**config.mk**
```make
export PLATFORM = sky130hd
export DESIGN_NAME = button_ctrl
export DESIGN_NICKNAME = d
export VERILOG_FILES = /design/src/rtl/button_ctrl.sv
export SDC_FILE = /design/constraint.sdc
export NUM_CORES = 1
export LEC_CHECK = 0
export CAP_MARGIN = 20
export CORE_MARGIN = 4
export CORE_UTILIZATION = 40
export DETAILED_ROUTE_END_ITERATION = 8
export PLACE_DENSITY_LB_ADDON = 0.2
export SETUP_SLACK_MARGIN = 0.05
export SLEW_MARGIN = 20
export SYNTH_ARGS = -nofsm -noshare
export SYNTH_HDL_FRONTEND = slang
export SYNTH_SLANG_ARGS = --single-unit
```
**constraint.sdc**
```tcl
create_clock -name clk -period 1.7 [get_ports clk]
set_input_delay 0.51 -clock clk [delete_from_list [all_inputs] [get_ports clk]]
set_output_delay 0.51 -clock clk [all_outputs]
set_load 0.01 [all_outputs]
```
**src/rtl/button_ctrl.sv**
```systemverilog
// Two-button front-panel conditioner: synchronise, debounce, and turn presses into enable/dir levels.
// Optional long-press clear on the run button is built when BUTTON_CTRL_LONGPRESS_EN is defined.
module button_ctrl #(
  parameter int DB_CYCLES   = 1000000,
  parameter int LONG_CYCLES = 200000000
) (
  input  logic clk,
  input  logic reset,
  input  logic btn_run,
  input  logic btn_dir,
  output logic enable,
  output logic dir,
  output logic run_db,
  output logic dir_db,
  output logic clr
);

  localparam int CW = $clog2(DB_CYCLES + 1);
  localparam logic [CW-1:0] DB_LAST = CW'(DB_CYCLES - 1);

  // Channel 0 is run, channel 1 is dir.
  logic [1:0] btn_raw;
  logic [1:0] db_w;
  logic [1:0] db_prev_w;

  assign btn_raw = {btn_dir, btn_run};

  for (genvar gi = 0; gi < 2; gi++) begin : g_ch
    logic          s1_q;
    logic          s2_q;
    logic          db_q;
    logic          db_d;
    logic          db_prev_q;
    logic [CW-1:0] cnt_q;
    logic [CW-1:0] cnt_d;

    // The count only survives while every sample disagrees with the accepted level.
    always_comb begin
      db_d  = db_q;
      cnt_d = cnt_q;
      if (s2_q == db_q) begin
        cnt_d = '0;
      end else if (cnt_q >= DB_LAST) begin
        db_d  = s2_q;
        cnt_d = '0;
      end else begin
        cnt_d = cnt_q + 1'b1;
      end
    end

    always_ff @(posedge clk or posedge reset) begin
      if (reset) begin
        s1_q      <= 1'b0;
        s2_q      <= 1'b0;
        db_q      <= 1'b0;
        db_prev_q <= 1'b0;
        cnt_q     <= '0;
      end else begin
        s1_q      <= btn_raw[gi];
        s2_q      <= s1_q;
        db_q      <= db_d;
        db_prev_q <= db_q;
        cnt_q     <= cnt_d;
      end
    end

    assign db_w[gi]      = db_q;
    assign db_prev_w[gi] = db_prev_q;
  end

  logic enable_q;
  logic enable_d;
  logic dir_q;
  logic dir_d;
  logic dir_press;

  assign dir_press = db_w[1] & ~db_prev_w[1];

`ifdef BUTTON_CTRL_LONGPRESS_EN
  localparam int HW = $clog2(LONG_CYCLES + 1);
  localparam logic [HW-1:0] HOLD_MAX = HW'(LONG_CYCLES);

  logic [HW-1:0] hold_q;
  logic [HW-1:0] hold_d;
  logic          long_q;
  logic          long_d;
  logic          clr_q;
  logic          clr_d;
  logic          run_release;
  logic          long_fire;

  assign run_release = ~db_w[0] & db_prev_w[0];
  // long_q remembers that hold already sat at its ceiling, so the clear fires once per hold.
  assign long_fire   = (hold_q == HOLD_MAX) && !long_q;

  always_comb begin
    enable_d = enable_q;
    dir_d    = dir_q;
    clr_d    = 1'b0;
    hold_d   = '0;
    long_d   = (hold_q == HOLD_MAX);
    if (db_w[0]) begin
      hold_d = (hold_q == HOLD_MAX) ? hold_q : hold_q + 1'b1;
    end
    if (dir_press) begin
      dir_d = ~dir_q;
    end
    if (run_release && (hold_q < HOLD_MAX)) begin
      enable_d = ~enable_q;
    end
    if (long_fire) begin
      clr_d    = 1'b1;
      enable_d = 1'b0;
      dir_d    = 1'b0;
    end
  end

  always_ff @(posedge clk or posedge reset) begin
    if (reset) begin
      hold_q <= '0;
      long_q <= 1'b0;
      clr_q  <= 1'b0;
    end else begin
      hold_q <= hold_d;
      long_q <= long_d;
      clr_q  <= clr_d;
    end
  end

  assign clr = clr_q;
`else
  logic run_press;

  assign run_press = db_w[0] & ~db_prev_w[0];

  always_comb begin
    enable_d = enable_q;
    dir_d    = dir_q;
    if (run_press) begin
      enable_d = ~enable_q;
    end
    if (dir_press) begin
      dir_d = ~dir_q;
    end
  end

  assign clr = 1'b0;
`endif

  always_ff @(posedge clk or posedge reset) begin
    if (reset) begin
      enable_q <= 1'b0;
      dir_q    <= 1'b0;
    end else begin
      enable_q <= enable_d;
      dir_q    <= dir_d;
    end
  end

  assign enable = enable_q;
  assign dir    = dir_q;
  assign run_db = db_w[0];
  assign dir_db = db_w[1];

endmodule

```
# After elaboration in Yosys (flattened, before gate mapping)
# Cells that the tools add are included.
# totals
reg_bits,50
inputBits,4
output_inout_bits,5
elab_cells,32
# op_classes
addsub,2
n_lt_le_gt_ge,2
eq_ne,2
muxes,4
n_bitwise,8
reduce_logical,2
# op_table
op,count
20-bit two-way mux,4
20-bit by 1-bit adder with 20-bit output (second input constant),2
20-bit greater-or-equal comparator (second input constant),2
1-bit inverter,6
2-bit AND reduction,2
1-bit bitwise AND,2
1-bit equality test,2

# Logic depth before layout (Yosys ltp)
# Gate-level depths: netlist (run 1).
# logic_depth
ltp_word,3
ltp_mapped,8

# Least setup slack after synthesis (run 1)
# OpenSTA, ideal clock, no wires.
# synth_timing
path_kind,reg2reg
startpoint,register g_ch[0].cnt_q[0]
endpoint,register g_ch[0].cnt_q[11]
setup_time_ps,72
t_arrival_ps,1677
required_ps,1628
slack_ps,-49
path_stages_with_launch,9
n_path_buf,2
synth_period_minus_slack_ps,1749
path_cell_list,dfrtp_1 -> ha_1 -> nand4_1 -> o21ai_1 -> a211o_1 -> a31o_1 -> buf_6 -> buf_8 -> nor2_1
# synth_via
elab_chain_len,3
word_cells_on_any_way,4
classes_between,1 x add/sub; 1 x order compare; 2 x mux
# synth_rtl
item,line_no,rtl
start: declaration,34,logic [CW-1:0] cnt_q;
start signal: assignment,63,cnt_q <= cnt_d;
20-bit by 1-bit adder with 20-bit output or 20-bit greater-or-equal comparator (tied branches),"47, 43",
20-bit two-way mux (*),43,end else if (cnt_q >= DB_LAST) begin
20-bit two-way mux (*),41,if (s2_q == db_q) begin
via g_ch[0].cnt_d[11],35,logic [CW-1:0] cnt_d;
# Mark *: on every way through the listed nets, which the timed path passes. The rest lies on a longest branch.
# A chain may end at the register's enable or synchronous reset.

# Final worst setup path (run 1)
# layout_timing
startpoint,register g_ch[0].cnt_q[0]
endpoint,register g_ch[0].cnt_q[2]
# The elaborated chain is that of the path after synthesis.

==> results of run 1 <==
[sequential cells by signal, summed over array words and instances (netlist names)]
signal and count:
g_ch.cnt_q 40, g_ch.db_prev_q 2, g_ch.s1_q 2, g_ch.s2_q 2
dir 1, dir_db 1, enable 1, run_db 1
[final timing paths]
| path | end | startpoint | slack [ns] |
|---|---|---|---|
| hold / removal | g_ch[1].s2_q | g_ch[1].s1_q | 0.35 |
| setup / recovery | g_ch[0].cnt_q[2] | g_ch[0].cnt_q[0] | 0.05 |
| min in group asynchronous | g_ch[1].cnt_q[15] | reset | 0.53 |
| setup reg to reg | g_ch[0].cnt_q[2] | g_ch[0].cnt_q[0] | 0.05 |
| max in group asynchronous | g_ch[0].cnt_q[7] | reset | 0.76 |
| hold reg to reg | g_ch[1].s2_q | g_ch[1].s1_q | 0.35 |
[power by group through the flow]
stage	clock, uW	combinational (uW)	sequential [uW]
after CTS	703	180	1270
final	675	216	1270
after floorplan	0	106	1290
after detailed placement	0	162	1300
after global placement	0	162	1290
after global routing	752	248	1280
[final cells by class]
type	count	area, sq um	share of cell area [%]
timing repair buffer	36	345	11.7
multi-input combinational	163	1160	39.3
clock inverter	2	13.8	0.465
sequential	50	1250	42.3
clock buffer	6	72.6	2.45
inverter	5	22.5	0.760
tap	72	90.1	3.04
[cell usage after synthesis, types with 2 or more instances]
master,count,area (sq um)
sky130_fd_sc_hd__dfrtp_1,50,1250
sky130_fd_sc_hd__or3_1,2,12.5
sky130_fd_sc_hd__and3_1,9,56.3
sky130_fd_sc_hd__a31oi_1,2,12.5
sky130_fd_sc_hd__mux2_2,2,22.5
sky130_fd_sc_hd__nand2b_1,2,12.5
sky130_fd_sc_hd__inv_1,5,18.8
sky130_fd_sc_hd__xor2_1,21,184
sky130_fd_sc_hd__ha_1,2,25.0
sky130_fd_sc_hd__o21a_1,2,15.0
sky130_fd_sc_hd__nand4_1,9,56.3
sky130_fd_sc_hd__nand2_1,12,45.0
sky130_fd_sc_hd__nand3_1,11,55.1
sky130_fd_sc_hd__o21ai_0,3,15.0
sky130_fd_sc_hd__nor2_1,53,199
sky130_fd_sc_hd__nor3_1,5,25.0
sky130_fd_sc_hd__xnor2_1,16,140
[per-stage QoR]
stage / instance area, sq um / setup slack, ns / hold WS [ns] / setup TNS [ns] / total power (uW)
after detailed placement: 2600 / -0.0306 / 0.336 / -0.0306 / 1460
after CTS: 2760 / 0.0352 / 0.356 / 0 / 2150
after floorplan: 2310 / 0.0442 / 0.331 / 0 / 1390
final: 2960 / 0.0545 / 0.355 / 0 / 2160
after global routing: 2960 / -0.0569 / 0.368 / -0.351 / 2280
after global placement: 2600 / -0.0427 / 0.332 / -0.0427 / 1460
[cell families (layout without fill, tap and decap cells)]
family	count (synthesis)	in the layout
adders and majority gates	2	2
buffers and inverters	9	49
other	1	1
xor gates and xnor gates	37	37
AOI/OAI and AO/OA	15	15
DFF	50	50
muxes	2	2
and+or+nand+nor	106	106
[critical path, cell delays in order (launching register included)]
cell	delay (ns)
sky130_fd_sc_hd__dfrtp_1	0.42
sky130_fd_sc_hd__ha_4	0.17
sky130_fd_sc_hd__nand4_1	0.09
sky130_fd_sc_hd__o21ai_2	0.09
sky130_fd_sc_hd__a211o_1	0.28
sky130_fd_sc_hd__a31o_4	0.26
sky130_fd_sc_hd__clkbuf_16	0.18
sky130_fd_sc_hd__nor2_2	0.10
[metal layers]
| layer | vias to the layer above | part of all wire, % |
|---|---|---|
| met5 | - | 0 |
| met4 | 0 | 1.9 |
| met3 | 8 | 2.8 |
| met2 | 12 | 45 |
| met1 | 772 | 50 |
| li1 | 818 | - |
[what timing repair did]
action / in CTS / in global routing
gates resized for setup: 9 / 40
setup buffers: 7 / 4
cloned: 0 / 1
endpoints found under the setup margin: 27 / 39
pin swaps: 4 / 10
==> results.json, run 1 <==
{
  "outcome": "finished, final reports clean",
  "numnets_final": 267,
  "yosys_register_bits": 50,
  "internal_cell_power_uw": 1630,
  "maxCapViolations": 0,
  "synth.cell_area_sq_um": 2290,
  "critPathKind": "flop to flop",
  "cts.sinks": 50,
  "rsz_0062_raised_after_global_routing": "yes",
  "maxSlewViolCount": 0,
  "p_r_area_growth_vs_syn_pct": 29.4,
  "cts_root_buf": "sky130_fd_sc_hd__clkbuf_8",
  "hpwl_um": 2820,
  "cts.clk_slew.worst_paths_ns": 0.10,
  "max_freq_mhz": 608,
  "worst_setup_path_end_kind": "flop",
  "cts-buffers-inserted": 5,
  "synth_sequential_area_ratio_pct": 54.7,
  "global_route_wire_length_before_repair_um": 7250,
  "port-buffer-count": 7,
  "final_period_minus_worst_setup_slack_ns": 1.65,
  "final_cell_count_no_fill": 334,
  "worst-endpoint-required_ns": 1.95,
  "antennaDiodeCount": 0,
  "async_reset_ff_share_pct": 100,
  "hold_viol_final": 0,
  "rows": 27,
  "ratio_of_final_minimum_period_to_clock_period_pct": 96.8,
  "grt_antenna_before_repair": 0,
  "clockBufferDepth": 2,
  "post_route_cells_drive_above_1_share_pct": 29.0,
  "grt_start_max_net_pins": 21,
  "cts-hold-fix-buffers": 0,
  "wire_per_inst_um": 12.4,
  "dieArea_sq_um": 7000,
  "placeableCoreArea_sq_um": 5540,
  "ant_nets": 0,
  "globalRouteOverflowTotal": 0,
  "worst_clock_skew_ns": 0.0133,
  "power_density_nw_per_um2": 731,
  "cts_tree": "built",
  "synth_top_family_by_area": "simple AND/OR/NAND/NOR gates",
  "final_util_pct": 53.5,
  "switchingPower_uw": 533,
  "initial_utilization_pct": 41.3,
  "pwr-share-comb_pct": 10.0,
  "synthSimpleGateAreaFrac_pct": 21.4,
  "n_fill_cell": 510,
  "routed_wirelength_um": 4130,
  "layout_common_cells": "49 x sky130_fd_sc_hd__dfrtp_1, 33 x sky130_fd_sc_hd__nor2_1, 23 x sky130_fd_sc_hd__buf_4, 21 x sky130_fd_sc_hd__xor2_1, 16 x sky130_fd_sc_hd__xnor2_1",
  "synth-compound-area-share_pct": 4.98,
  "start_kind": "flop",
  "grtUsageMet2_pct": 19.5,
  "muxShareOfSynthArea_pct": 0.984,
  "global_route.usage.met3_pct": 3.36,
  "postSynthCellCount": 222,
  "gp_routability_congestion": 0.775,
  "die-width_um": 83.6,
  "setup_viol": 0,
  "die_h_um": 83.6,
  "dp_cells": 315,
  "post_synth_num_cell_types": 33,
  "groute.usage.overall_pct": 12.7,
  "edff_count_synth": 0,
  "power_leakage_uw": 0.00129,
  "synth_fp_nets": 228,
  "global_route.peak_usage_layer": "met2",
  "critical_path_arrival_ns": 1.89,
  "worst_skew_pair.late_latency_ns": 0.31,
  "timing.hold.worst.class": "flop to flop",
  "synth_xor_xnor_area_share_pct": 14.2,
  "first_pass_iters": 4,
  "cp_max_fo": 8,
  "leading_cell_type_in_the_layout_fill_and_taps_excluded": "sky130_fd_sc_hd__dfrtp_1",
  "yosysWarningCount": 0,
  "routed-via-count": 1610,
  "num_io_pins": 9,
  "p_sw_share_pct": 24.6,
  "number_of_global_route_vias_before_repair": 1655,
  "drt_drc_violations_left": 0,
  "syn_avg_cell_area_sq_um": 10.3,
  "synth_flop_cell": "sky130_fd_sc_hd__dfrtp_1",
  "detailedRoute.firstIterationViolations": 67,
  "via_per_inst": 4.82,
  "htree_num_levels": 2,
  "worst-r2r-cell-count": 7,
  "vdd.ir_drop.worst_uv": 400,
  "power.share.clock_pct": 31.2,
  "sequentialPowerShare_pct": 58.9,
  "gr-usage-met1_pct": 17.0,
  "post_synth_fa_ha_maj_area_fraction_pct": 1.09,
  "hold_depth": 0
}
Power figures use the tool's default switching activity.
==> run 2: changes to the inputs <==
--- a/config.mk
+++ b/config.mk
@@ -5,9 +5,11 @@
 export SDC_FILE = /design/constraint.sdc
 export NUM_CORES = 1
 export LEC_CHECK = 0
+export ABC_CLOCK_PERIOD_IN_PS = 1700
 export CAP_MARGIN = 20
 export CORE_MARGIN = 4
 export CORE_UTILIZATION = 40
+export CTS_CLUSTER_DIAMETER = 40
 export DETAILED_ROUTE_END_ITERATION = 8
 export PLACE_DENSITY_LB_ADDON = 0.2
 export SETUP_SLACK_MARGIN = 0.05
==> results of run 2 <==
The final DEF is identical to that of run 1; final timing and power are the same.
